## src/rtl/lcd_watch_pkg.sv

```systemverilog
// Shared types and constants for the watch LCD path: sequencer states,
// HD44780 command bytes and the home mode index.
package lcd_watch_pkg;

    typedef enum logic [2:0] {
        S_DELAY = 3'd0,
        S_FUNC  = 3'd1,
        S_DISP  = 3'd2,
        S_ENTRY = 3'd3,
        S_PROG  = 3'd4,
        S_CLEAR = 3'd5
    } seq_state_t;

    localparam logic [7:0] FUNC_SET = 8'h3C;
    localparam logic [7:0] DISP_ON  = 8'h0C;
    localparam logic [7:0] ENTRY    = 8'h06;
    localparam logic [7:0] CLEAR    = 8'h01;

    localparam int MODE_MAIN = 0;

    function automatic int max3(input int a, input int b, input int c);
        int m;
        m = (a > b) ? a : b;
        return (m > c) ? m : c;
    endfunction

endpackage

```

## src/rtl/lcd_mode_arbiter_if.sv

```systemverilog
// Bundle of mode-control inputs, per-channel LCD requests and the arbitrated
// LCD bus. The arbiter is the slave; the sources/controller side is the master.
interface lcd_mode_arbiter_if #(
    parameter int N_MODES = 16,
    parameter int MODE_W  = $clog2(N_MODES)
);

    logic                    SEL_PULSE;
    logic                    HOME_PULSE;
    logic                    BACK_PULSE;
    logic [7:0]              BUS_INPUT;
    logic [N_MODES-1:0]      MODE_VALID;
    logic [N_MODES*MODE_W-1:0] PARENT;
    logic [N_MODES-1:0]      CH_RS;
    logic [N_MODES-1:0]      CH_RW;
    logic [N_MODES*8-1:0]    CH_DATA;

    logic [MODE_W-1:0]       MODE;
    logic                    PROGRAM_EN;
    logic [N_MODES-1:0]      CH_GRANT;
    logic                    LCD_E;
    logic                    LCD_RS;
    logic                    LCD_RW;
    logic [7:0]              LCD_DATA;

    modport master (
        output SEL_PULSE, HOME_PULSE, BACK_PULSE, BUS_INPUT, MODE_VALID, PARENT,
        output CH_RS, CH_RW, CH_DATA,
        input  MODE, PROGRAM_EN, CH_GRANT, LCD_E, LCD_RS, LCD_RW, LCD_DATA
    );

    modport slave (
        input  SEL_PULSE, HOME_PULSE, BACK_PULSE, BUS_INPUT, MODE_VALID, PARENT,
        input  CH_RS, CH_RW, CH_DATA,
        output MODE, PROGRAM_EN, CH_GRANT, LCD_E, LCD_RS, LCD_RW, LCD_DATA
    );

endinterface

```

## src/rtl/lcd_init_seq.sv

```systemverilog
// HD44780 power-up sequencer with a clear-display window on mode changes.
// Command outputs decode the next state so the registered LCD pins line up with state entry.
module lcd_init_seq
    import lcd_watch_pkg::*;
#(
    parameter int PWR_WAIT = 70,
    parameter int CMD_WAIT = 30,
    parameter int CLR_WAIT = 2
) (
    input  logic       CLK_1k,
    input  logic       RESET,
    input  logic       clear_req,
    output logic       cmd_rs,
    output logic       cmd_rw,
    output logic [7:0] cmd_data,
    output logic       prog_next,
    output logic       in_prog
);

    localparam int CNT_W = $clog2(max3(PWR_WAIT, CMD_WAIT, CLR_WAIT) + 1);
    localparam logic [CNT_W-1:0] PWR_END = CNT_W'(PWR_WAIT);
    localparam logic [CNT_W-1:0] CMD_END = CNT_W'(CMD_WAIT);
    localparam logic [CNT_W-1:0] CLR_END = CNT_W'(CLR_WAIT);

    seq_state_t       state, state_nxt;
    logic [CNT_W-1:0] count, count_nxt;

    always_ff @(posedge CLK_1k or negedge RESET) begin
        if (!RESET) begin
            state <= S_DELAY;
            count <= '0;
        end else begin
            state <= state_nxt;
            count <= count_nxt;
        end
    end

    // Every state change clears the dwell counter; a fresh mode change in S_CLEAR restarts the window.
    always_comb begin
        state_nxt = state;
        count_nxt = count + 1'b1;
        case (state)
            S_DELAY: if (count >= PWR_END) begin state_nxt = S_FUNC;  count_nxt = '0; end
            S_FUNC:  if (count >= CMD_END) begin state_nxt = S_DISP;  count_nxt = '0; end
            S_DISP:  if (count >= CMD_END) begin state_nxt = S_ENTRY; count_nxt = '0; end
            S_ENTRY: if (count >= CMD_END) begin state_nxt = S_PROG;  count_nxt = '0; end
            S_PROG: begin
                count_nxt = '0;
                if (clear_req) state_nxt = S_CLEAR;
            end
            S_CLEAR: begin
                if (clear_req) begin
                    count_nxt = '0;
                end else if (count >= CLR_END) begin
                    state_nxt = S_PROG;
                    count_nxt = '0;
                end
            end
            default: begin
                state_nxt = S_DELAY;
                count_nxt = '0;
            end
        endcase
    end

    always_comb begin
        cmd_rs   = 1'b1;
        cmd_rw   = 1'b1;
        cmd_data = 8'h00;
        case (state_nxt)
            S_FUNC:  begin cmd_rs = 1'b0; cmd_rw = 1'b0; cmd_data = FUNC_SET; end
            S_DISP:  begin cmd_rs = 1'b0; cmd_rw = 1'b0; cmd_data = DISP_ON;  end
            S_ENTRY: begin cmd_rs = 1'b0; cmd_rw = 1'b0; cmd_data = ENTRY;    end
            S_CLEAR: begin cmd_rs = 1'b0; cmd_rw = 1'b0; cmd_data = CLEAR;    end
            default: ;
        endcase
    end

    assign prog_next = (state_nxt == S_PROG);
    assign in_prog   = (state == S_PROG);

endmodule

```

## src/rtl/lcd_mode_arbiter.sv

```systemverilog
// Mode register with validity/parent navigation, and the registered mux that
// puts either the init sequencer or the selected mode channel onto the LCD bus.
module lcd_mode_arbiter
    import lcd_watch_pkg::*;
#(
    parameter int N_MODES  = 16,
    parameter int PWR_WAIT = 70,
    parameter int CMD_WAIT = 30,
    parameter int CLR_WAIT = 2
) (
    input  logic                 CLK_1k,
    input  logic                 RESET,
    lcd_mode_arbiter_if.slave    bus
);

    localparam int MODE_W = $clog2(N_MODES);
    localparam logic [MODE_W-1:0] MAIN = MODE_W'(MODE_MAIN);

    logic [MODE_W-1:0]  mode, next_mode, sel_mode, back_mode, parent;
    logic [N_MODES-1:0] grant;
    logic               clear_req, prog_next, in_prog;
    logic               cmd_rs, cmd_rw;
    logic [7:0]         cmd_data;
    logic               lcd_rs, lcd_rw;
    logic [7:0]         lcd_data;

    // Unimplemented or out-of-range targets fall back to the main mode.
    always_comb begin
        parent    = bus.PARENT[mode*MODE_W +: MODE_W];
        back_mode = bus.MODE_VALID[parent] ? parent : MAIN;
        sel_mode  = MAIN;
        if ((int'(bus.BUS_INPUT) < N_MODES) && bus.MODE_VALID[bus.BUS_INPUT[MODE_W-1:0]])
            sel_mode = bus.BUS_INPUT[MODE_W-1:0];
        next_mode = mode;
        if (bus.SEL_PULSE)
            next_mode = sel_mode;
        else if (bus.HOME_PULSE)
            next_mode = MAIN;
        else if (bus.BACK_PULSE)
            next_mode = back_mode;
    end

    assign clear_req = (next_mode != mode);

    always_ff @(posedge CLK_1k or negedge RESET) begin
        if (!RESET)
            mode <= MAIN;
        else
            mode <= next_mode;
    end

    lcd_init_seq #(
        .PWR_WAIT (PWR_WAIT),
        .CMD_WAIT (CMD_WAIT),
        .CLR_WAIT (CLR_WAIT)
    ) u_seq (
        .CLK_1k    (CLK_1k),
        .RESET     (RESET),
        .clear_req (clear_req),
        .cmd_rs    (cmd_rs),
        .cmd_rw    (cmd_rw),
        .cmd_data  (cmd_data),
        .prog_next (prog_next),
        .in_prog   (in_prog)
    );

    // next_mode equals mode whenever S_PROG is entered or held, except when a
    // mode change lands on the last init cycle; then the newest mode is used.
    always_ff @(posedge CLK_1k or negedge RESET) begin
        if (!RESET) begin
            lcd_rs   <= 1'b1;
            lcd_rw   <= 1'b1;
            lcd_data <= 8'h00;
        end else if (prog_next) begin
            lcd_rs   <= bus.CH_RS[next_mode];
            lcd_rw   <= bus.CH_RW[next_mode];
            lcd_data <= bus.CH_DATA[next_mode*8 +: 8];
        end else begin
            lcd_rs   <= cmd_rs;
            lcd_rw   <= cmd_rw;
            lcd_data <= cmd_data;
        end
    end

    always_comb begin
        grant = '0;
        if (in_prog) grant[mode] = 1'b1;
    end

    assign bus.MODE       = mode;
    assign bus.PROGRAM_EN = in_prog;
    assign bus.CH_GRANT   = grant;
    assign bus.LCD_E      = CLK_1k;
    assign bus.LCD_RS     = lcd_rs;
    assign bus.LCD_RW     = lcd_rw;
    assign bus.LCD_DATA   = lcd_data;

endmodule
```

## src/flat_wrapper.sv

```systemverilog
// flat-port wrapper written by rule: the top's interface ports become plain ports
module lcd_mode_arbiter_flat import lcd_watch_pkg::*;
#(
    parameter int N_MODES  = 16,
    parameter int PWR_WAIT = 70,
    parameter int CMD_WAIT = 30,
    parameter int CLR_WAIT = 2
)
  (CLK_1k, RESET, bus_SEL_PULSE, bus_HOME_PULSE, bus_BACK_PULSE, bus_BUS_INPUT, bus_MODE_VALID, bus_PARENT, bus_CH_RS, bus_CH_RW, bus_CH_DATA, bus_MODE, bus_PROGRAM_EN, bus_CH_GRANT, bus_LCD_E, bus_LCD_RS, bus_LCD_RW, bus_LCD_DATA);
  lcd_mode_arbiter_if #(.N_MODES(N_MODES)) bus_i ();
  input  logic CLK_1k;
  input  logic RESET;
  input wire logic [$bits(bus_i.SEL_PULSE)-1:0] bus_SEL_PULSE;
  input wire logic [$bits(bus_i.HOME_PULSE)-1:0] bus_HOME_PULSE;
  input wire logic [$bits(bus_i.BACK_PULSE)-1:0] bus_BACK_PULSE;
  input wire logic [$bits(bus_i.BUS_INPUT)-1:0] bus_BUS_INPUT;
  input wire logic [$bits(bus_i.MODE_VALID)-1:0] bus_MODE_VALID;
  input wire logic [$bits(bus_i.PARENT)-1:0] bus_PARENT;
  input wire logic [$bits(bus_i.CH_RS)-1:0] bus_CH_RS;
  input wire logic [$bits(bus_i.CH_RW)-1:0] bus_CH_RW;
  input wire logic [$bits(bus_i.CH_DATA)-1:0] bus_CH_DATA;
  output wire logic [$bits(bus_i.MODE)-1:0] bus_MODE;
  output wire logic [$bits(bus_i.PROGRAM_EN)-1:0] bus_PROGRAM_EN;
  output wire logic [$bits(bus_i.CH_GRANT)-1:0] bus_CH_GRANT;
  output wire logic [$bits(bus_i.LCD_E)-1:0] bus_LCD_E;
  output wire logic [$bits(bus_i.LCD_RS)-1:0] bus_LCD_RS;
  output wire logic [$bits(bus_i.LCD_RW)-1:0] bus_LCD_RW;
  output wire logic [$bits(bus_i.LCD_DATA)-1:0] bus_LCD_DATA;
  assign bus_i.SEL_PULSE = bus_SEL_PULSE;
  assign bus_i.HOME_PULSE = bus_HOME_PULSE;
  assign bus_i.BACK_PULSE = bus_BACK_PULSE;
  assign bus_i.BUS_INPUT = bus_BUS_INPUT;
  assign bus_i.MODE_VALID = bus_MODE_VALID;
  assign bus_i.PARENT = bus_PARENT;
  assign bus_i.CH_RS = bus_CH_RS;
  assign bus_i.CH_RW = bus_CH_RW;
  assign bus_i.CH_DATA = bus_CH_DATA;
  assign bus_MODE = bus_i.MODE;
  assign bus_PROGRAM_EN = bus_i.PROGRAM_EN;
  assign bus_CH_GRANT = bus_i.CH_GRANT;
  assign bus_LCD_E = bus_i.LCD_E;
  assign bus_LCD_RS = bus_i.LCD_RS;
  assign bus_LCD_RW = bus_i.LCD_RW;
  assign bus_LCD_DATA = bus_i.LCD_DATA;
  lcd_mode_arbiter #(.N_MODES(N_MODES), .PWR_WAIT(PWR_WAIT), .CMD_WAIT(CMD_WAIT), .CLR_WAIT(CLR_WAIT)) u_core (.CLK_1k(CLK_1k), .RESET(RESET), .bus(bus_i));
endmodule
```

## config.mk

```make
export PLATFORM = sky130hd
export DESIGN_NAME = lcd_mode_arbiter_flat
export DESIGN_NICKNAME = d
export VERILOG_FILES = /design/src/rtl/lcd_watch_pkg.sv /design/src/rtl/lcd_mode_arbiter_if.sv /design/src/rtl/lcd_init_seq.sv /design/src/rtl/lcd_mode_arbiter.sv /design/src/flat_wrapper.sv
export SDC_FILE = /design/constraint.sdc
export NUM_CORES = 1
export LEC_CHECK = 0
export ABC_AREA = 0
export CORE_ASPECT_RATIO = 1.4
export CORE_MARGIN = 3
export CORE_UTILIZATION = 33
export DETAILED_ROUTE_END_ITERATION = 7
export PLACE_DENSITY = 0.79
export SYNTH_ARGS = -nofsm -noshare
export SYNTH_HDL_FRONTEND = slang
export SYNTH_HIERARCHICAL = 1
export SYNTH_SLANG_ARGS = --single-unit
```

## constraint.sdc

```tcl
create_clock -name CLK_1k -period 11.2 [get_ports CLK_1k]
set_clock_uncertainty 0.2 [all_clocks]
set_input_delay 2.24 -clock CLK_1k [delete_from_list [all_inputs] [get_ports CLK_1k]]
set_output_delay 2.24 -clock CLK_1k [all_outputs]
set_load 0.01 [all_outputs]
```

; Yosys cells after proc, flatten, opt, wreduce, memory -nomap -nowiden
; Cells that the tools add are included.
[word_totals]
register_bits = 24
inputBits = 253
output_inout_bits = 32
elab_cells = 68
[classes]
add_sub_neg = 1
magnitude_cmp = 9
eq_ne = 11
shifts = 2
mux = 34
reduce_logical = 5
[ops]
columns = operator, n
row1 = indexed part select 128 x 8 -> 8 bit, 1
row2 = indexed part select 64 x 7 -> 4 bit, 1
row3 = two-way mux 7 bit, 4
row4 = one-hot mux 6 bit (4 select lines), 1
row5 = two-way mux 3 bit, 7
row6 = one-hot mux 7 bit (3 select lines), 1
row7 = < comparator 4 x 5 -> 1 bit (second input constant), 4
row8 = two-way mux 4 bit, 5
row9 = one-hot mux 3 bit (6 select lines), 1
row10 = binary-select mux 1 bit (select 4 bit), 4
row11 = two-way mux 16 bit, 1
row12 = == test 3 x 2 -> 1 bit (second input constant), 4
row13 = == test 3 bit (second input constant), 4
row14 = < comparator 8 x 5 -> 1 bit (second input constant), 1
row15 = two-way mux 1 bit, 8
row16 = two-way mux 8 bit, 1
row17 = adder 7 x 1 -> 7 bit (second input constant), 1
row18 = greater-or-equal comparator 7 x 2 -> 1 bit (second input constant), 1
row19 = greater-or-equal comparator 7 x 5 -> 1 bit (second input constant), 1
row20 = greater-or-equal comparator 7 bit (second input constant), 1
row21 = == test 3 x 1 -> 1 bit (second input constant), 2
row22 = demux 1 bit (select 4 bit), 1
row23 = greater-or-equal comparator 4 x 1 -> 1 bit (second input constant), 1
row24 = != test 4 bit, 1
row25 = other kinds (4), 5

; Depth between registers and ports, before layout
; Gate-level depths: netlist (run 1).
[logic_depth]
ltp_word = 14
ltp_mapped = 21
mapped_depth_nobuf = 17

; By module
; Netlist (run 1), hierarchy kept.
[by_module_without_submodules]
columns = module, n_inst, cells_per_inst, area_per_inst_um2, seq_area_each_um2
row1 = lcd_mode_arbiter, 1, 375, 3011.6, 352.8
row2 = lcd_init_seq, 1, 76, 685.7, 250.2

==> reports/qor.csv, run 1 <==
stage;metric;value;unit
cts;cts_tree;done;
floorplanning;die_w;95.5;µm
logic_synthesis;ys.flop_type;dfrtp_1;
global_routing;grt-ovfl-total;0;
routing;drt_pre_antenna_iters;5;
power_and_ir_drop;power.switching;0.000221;W
sta;setup_violations;0;
routing;vias;4789;
cts;clk_pin_slew;0.06;ns
sta;rsz0062_at_grt;false;
sta;tns;0;ns
logic_synthesis;ys_seq_area_share;16.3;%
outcome;status;completed;
sta;max_slew_margin;27.2;%
sta;worst_pin_slew;1.09;ns
final_layout;drive_above_1_share;6.34;%
cts;hold_buffers;0;
cts;cts-resized-gates;0;
routing;via_per_inst;5.63;
power_and_ir_drop;p_leak;2.58;nW
critical_path;end_kind;output pin;
global_routing;grt_max_degree;65;
logic_synthesis;syn_area;0.00370;mm²
final_layout;diodes;0;
global_routing;grt_pass1_vias;5029;
final_layout;layout.nets;966;
logic_synthesis;async_flop_share;100;%
sta;setup_ws;2.45;ns
logic_synthesis;synthTopCellsByArea;mux2i_1, dfrtp_1, mux4_2;
place;place_congestion;0.953;
logic_synthesis;syn_avg_cell_area;8.20;µm²
routing;wl_per_cell;20.5;µm
final_layout;instances_no_fill;851;
power_and_ir_drop;combPwrFrac;52.9;%
logic_synthesis;yosys-top-cells-count;mux2i_1, nand2_1, nor2_1;
logic_synthesis;syn_inst;451;
floorplanning;fp.dieH;131;µm
power_and_ir_drop;p_per_area;96.1;mW/mm²
sta;maxSlewViolCount;0;
critical_path;required;8.76;ns
logic_synthesis;synth_top_area_cell;mux2i_1;
place;dp_hpwl;14300;µm
floorplanning;fp.dieArea;0.0125;mm²
floorplanning;rows;45;
cts;post_cts_buffers;0;
routing;ant_nets;0;
place;placedCellCount;844;
global_routing;grt_usage;26.8;%
logic_synthesis;synth_edf_count;0;
place;port_buffers;284;
logic_synthesis;ys_types;59;
floorplanning;start_util;33.8;%
sta;hold_viol;0;
floorplanning;fp.coreArea;0.0109;mm²
global_routing;antenna_found_initial;0;
logic_synthesis;yosysWarnings;6;
critical_path;worst_setup_path_start_kind;clock port;
power_and_ir_drop;vdd_drop_max;0.0867;mV
critical_path;rrSetupSlack;5.53;ns
logic_synthesis;synth_seq_cells;24;
run;maxCapViolCount;0;
logic_synthesis;synth_top_cell_area_share;19.2;%
final_layout;area_delta_synth_final;81.3;%
critical_path;critPathArrivalTime;6.31;ns
routing;drt_iter0_markers;282;
power_and_ir_drop;pwr-share-seq;21.3;%
floorplanning;io_pins;285;
power_and_ir_drop;swShare;34.4;%
routing;drc_errors;0;
critical_path;critical_path_class;clk -> out;
routing;routed_wl;17400;µm
global_routing;grt_pass1_wl;26300;µm
power_and_ir_drop;clock_power_share;25.9;%
cts;clkLatencyLatePin;0.38;ns
worst_hold_path;hold_path_class;reg -> reg;
power_and_ir_drop;internal_power;0.000423;W
final_layout;final_core_util;61.4;%
critical_path;cp_max_fo;2;
place;post-place-ws;2.71;ns
## critical path, stage by stage
cell and delay (ns):
clkbuf_16 0.12, clkbuf_16 0.13, clkdlybuf4s50_1 0.47
## cells in the final DEF (no fill, tap or decap), drive strengths merged, types with 4 or more instances in the layout
cell type        n
dfrtp           22
inv             10
xnor2            5
clkbuf           6
mux2i           71
a22oi           18
buf              4
a21oi           15
a211oi           5
and2             6
nand3           23
nand2b           6
mux2             5
a32oi           21
nor2            34
mux4            13
nor3             9
nor4             4
nor2b           18
clkdlybuf4s50  284
nand2           72
a31oi            4
a221oi          10
## cell families (layout without fill, tap and decap cells)
| logic type | count (synthesis) | count (layout) | share of synthesized area (%) |
|---|---|---|---|
| adder cells (fa/ha/maj) | 2 | 2 | 0.677 |
| buffers and inverters | 47 | 305 | 7.55 |
| other | 1 | 2 | 0.101 |
| AND/OR/NAND/NOR | 184 | 184 | 23.8 |
| multiplexers | 89 | 89 | 28.7 |
| XOR/XNOR | 8 | 8 | 1.90 |
| flip-flops | 24 | 24 | 16.3 |
| AO/OA/AOI/OAI | 96 | 96 | 21.0 |
## layout make-up
type,count,area [µm²]
inverters,10,37.5
clock inverters,1,30.0
well taps,141,176
repair buffers,287,2860
multi-input cells,381,2830
fillers,919,4220
clock buffers,7,160
flip-flops and latches,24,603
## power by group through the flow
stage	clock network, W	registers [W]	logic, W
2_1_floorplan	0.00000736	0.000131	0.000186
3_3_place_gp	0.00000908	0.000137	0.000329
3_5_place_dp	0.00000908	0.000137	0.000335
4_1_cts	0.000168	0.000136	0.000337
5_1_grt	0.000173	0.000141	0.000367
6_report	0.000167	0.000137	0.000341
## final timing paths
kind                       cells after the start                   from                endpoint
hold / removal                                 1  u_core/u_seq/count[0]   u_core/u_seq/count[0]
setup / recovery                               3                 CLK_1k               bus_LCD_E
max in group asynchronous                      1                  RESET      u_core/bus.MODE[3]
hold reg to reg                                1  u_core/u_seq/count[0]   u_core/u_seq/count[0]
setup reg to reg                              17     u_core/bus.MODE[1]  u_core/bus.LCD_DATA[1]
min in group asynchronous                      1                  RESET   u_core/u_seq/count[2]
## through the flow
stage	power [W]	instance area (µm²)	hold WS, ns
2_1_floorplan	0.000325	3700	0.255
3_3_place_gp	0.000474	6520	0.274
3_5_place_dp	0.000481	6520	0.284
4_1_cts	0.000642	6700	0.292
5_1_grt	0.000681	6700	0.329
6_report	0.000644	6700	0.290
## routing by layer
metal / track usage, % / vias up / routed length, µm
li1: - / 2212 / -
met1: 28.5 / 2257 / 5810
met2: 48.6 / 276 / 9040
met3: 7.96 / 44 / 2040
met4: 9.65 / 0 / 538
met5: 0 / - / 0
## state kept, by name, summed over array words and instances, names as in the netlist
signal,flops
u_core/bus.LCD_DATA,8
u_core/bus.LCD_RS,1
u_core/bus.LCD_RW,1
u_core/bus.MODE,4
u_core/u_seq/count,7
u_core/u_seq/state,3
Note: power is estimated with default switching activity, not from simulation.
==> inputs of run 2 (changes only) <==
==> constraint.sdc (replaced) <==
create_clock -name CLK_1k -period 9.2 [get_ports CLK_1k]
set_clock_uncertainty 0.2 [all_clocks]
set_input_delay 1.84 -clock CLK_1k [delete_from_list [all_inputs] [get_ports CLK_1k]]
set_output_delay 1.84 -clock CLK_1k [all_outputs]
set_load 0.01 [all_outputs]
==> run 2 against run 1 <==
Compared with the run above: die area stayed put; sequential cell count did not move; register-to-register slack got worse by 2.6 ns; combinational power grew 21%; critical path depth did not move; via count is 1.7% lower; hold slack improved by 0.0015 ns; routed wire length shrank 0.42%; critical path type unchanged; largest cell class unchanged.
==> reports/qor.csv, run 2 (same netlist as run 1, synthesis figures left out) <==
stage;metric;value;unit
outcome;status;completed;
global_routing;grt-ovfl-total;0;
sta;hold_viol;0;
global_routing;use_met1;29.8;%
global_routing;antenna_found_initial;0;
global_routing;gr-usage-met2;47.2;%
critical_path;cp_slowest_stage_delay;0.47;ns
power_and_ir_drop;power.switching;0.000265;W
sta;maxSlewViolCount;0;
cts;cts-resized-gates;0;
critical_path;slowest_stage;clkdlybuf4s50_1;
power_and_ir_drop;internal_power;0.000514;W
floorplanning;fp.dieH;131;µm
cts;clk_pin_slew;0.06;ns
routing;wl_per_cell;20.4;µm
power_and_ir_drop;pwr-share-seq;21.3;%
critical_path;cp_max_fo;2;
critical_path;endpoint;bus_LCD_E;
routing;routed_wl;17400;µm
critical_path;timing.rr.start;u_core/bus.MODE[1];
routing;drt_iter0_markers;313;
sta;rsz0062_at_grt;false;
sta;timing.hold.ws;0.292;ns
place;post-place-ws;1.72;ns
floorplanning;die_w;95.5;µm
final_layout;largest_reg_flops;8;
place;dp_hpwl;14300;µm
global_routing;grt_max_degree;65;
power_and_ir_drop;p_leak;2.58;nW
final_layout;final_area;0.00670;mm²
critical_path;end_kind;output pin;
place;place_congestion;0.956;
routing;drt_pre_antenna_iters;6;
sta;tns;0;ns
sta;max_slew_margin;25.8;%
run;maxCapViolCount;0;
routing;drc_errors;0;
floorplanning;io_pins;285;
critical_path;crit_top_cell;clkbuf_16;
power_and_ir_drop;p_total;0.000779;W
critical_path;r2r-end;u_core/bus.LCD_DATA[0];
cts;post_cts_buffers;0;
routing;via_per_inst;5.54;
global_routing;grt_usage;26.4;%
global_routing;grt_pass1_vias;4947;
critical_path;path_cells;clkbuf_16 > clkbuf_16 > clkdlybuf4s50_1;
final_layout;final_common_cell;clkdlybuf4s50_1;
place;port_buffers;284;
critical_path;critical_path_class;clk -> out;
critical_path;worst_setup_path_start_kind;clock port;
final_layout;mostFrequentLayoutCells;clkdlybuf4s50_1, mux2i_1, nand2_1;
power_and_ir_drop;p_per_area;116;mW/mm²
critical_path;required;7.16;ns
sta;worst_pin_slew;1.11;ns
place;post_dp_cell_area;0.00652;mm²
final_layout;diodes;0;
global_routing;grt_pass1_wl;26000;µm
sta;setup_violations;0;
floorplanning;rows;45;
sta;setup_ws;1.84;ns
power_and_ir_drop;clock_power_share;25.8;%
routing;ant_nets;0;
floorplanning;start_util;33.8;%
floorplanning;fp.dieArea;0.0125;mm²
critical_path;ff2ff_path_depth;16;
cts;hold_buffers;0;
critical_path;rrSetupSlack;2.92;ns
cts;cts_tree;done;
final_layout;drive_above_1_share;6.21;%
global_routing;top_usage_layer;met2;
routing;vias;4709;
power_and_ir_drop;vdd_drop_max;0.0989;mV
floorplanning;fp.coreArea;0.0109;mm²
power_and_ir_drop;swShare;34.0;%
critical_path;critPathArrivalTime;5.32;ns
worst_hold_path;hold_path_class;reg -> reg;
power_and_ir_drop;combPwrFrac;52.9;%
critical_path;crit_start;CLK_1k;
global_routing;met3_usage;7.16;%
cts;clkLatencyLatePin;0.37;ns
final_layout;layout.nets;965;
final_layout;area_delta_synth_final;81.1;%
run 2: cell type report:
| class | instances | area, µm² |
|---|---|---|
| tap | 141 | 176 |
| clock buffer | 7 | 160 |
| sequential | 24 | 603 |
| clock inverter | 1 | 30.0 |
| timing repair buffer | 286 | 2860 |
| fill | 934 | 4230 |
| inverter | 10 | 37.5 |
| multi-input combinational | 381 | 2830 |
run 2: how the worst min path moves through the flow:
stage / slack, ns / depth (start not counted) / to / startpoint
detailed placement: 0.28 / 1 / u_core/u_seq/count[0] / u_core/u_seq/count[0]
global placement: 0.27 / 1 / u_core/u_seq/count[0] / u_core/u_seq/count[0]
global route: 0.31 / 1 / u_core/u_seq/count[0] / u_core/u_seq/count[0]
CTS: 0.29 / 1 / u_core/u_seq/count[0] / u_core/u_seq/count[0]
finish: 0.29 / 1 / u_core/u_seq/count[0] / u_core/u_seq/count[0]
floorplan: 0.25 / 1 / u_core/u_seq/count[0] / u_core/u_seq/count[0]
run 2: power groups by stage:
stage,Sequential [W],Clock [W],Combinational [W]
global placement,0.000166,0.0000111,0.000399
detailed placement,0.000167,0.0000111,0.000406
CTS,0.000166,0.000205,0.000409
global route,0.000171,0.000209,0.000443
finish,0.000166,0.000201,0.000412
floorplan,0.000160,0.00000896,0.000227
run 2: per-layer routing:
metal,vias up,routed length (µm)
met1,2204,6110
met5,-,0
met4,0,434
met2,265,8890
met3,33,1920
li1,2207,-
run 2: worst max-delay path, delay by kind of cell:
| kind | cells | cell delay (ns) |
|---|---|---|
| buffers and inverters | 3 | 0.72 |
run 2: per-stage QoR:
stage,std cells,util (%)
4_1_cts,850,61.3
3_5_place_dp,843,59.6
3_3_place_gp,843,59.6
2_1_floorplan,452,-
6_report,850,61.3
5_1_grt,850,61.3
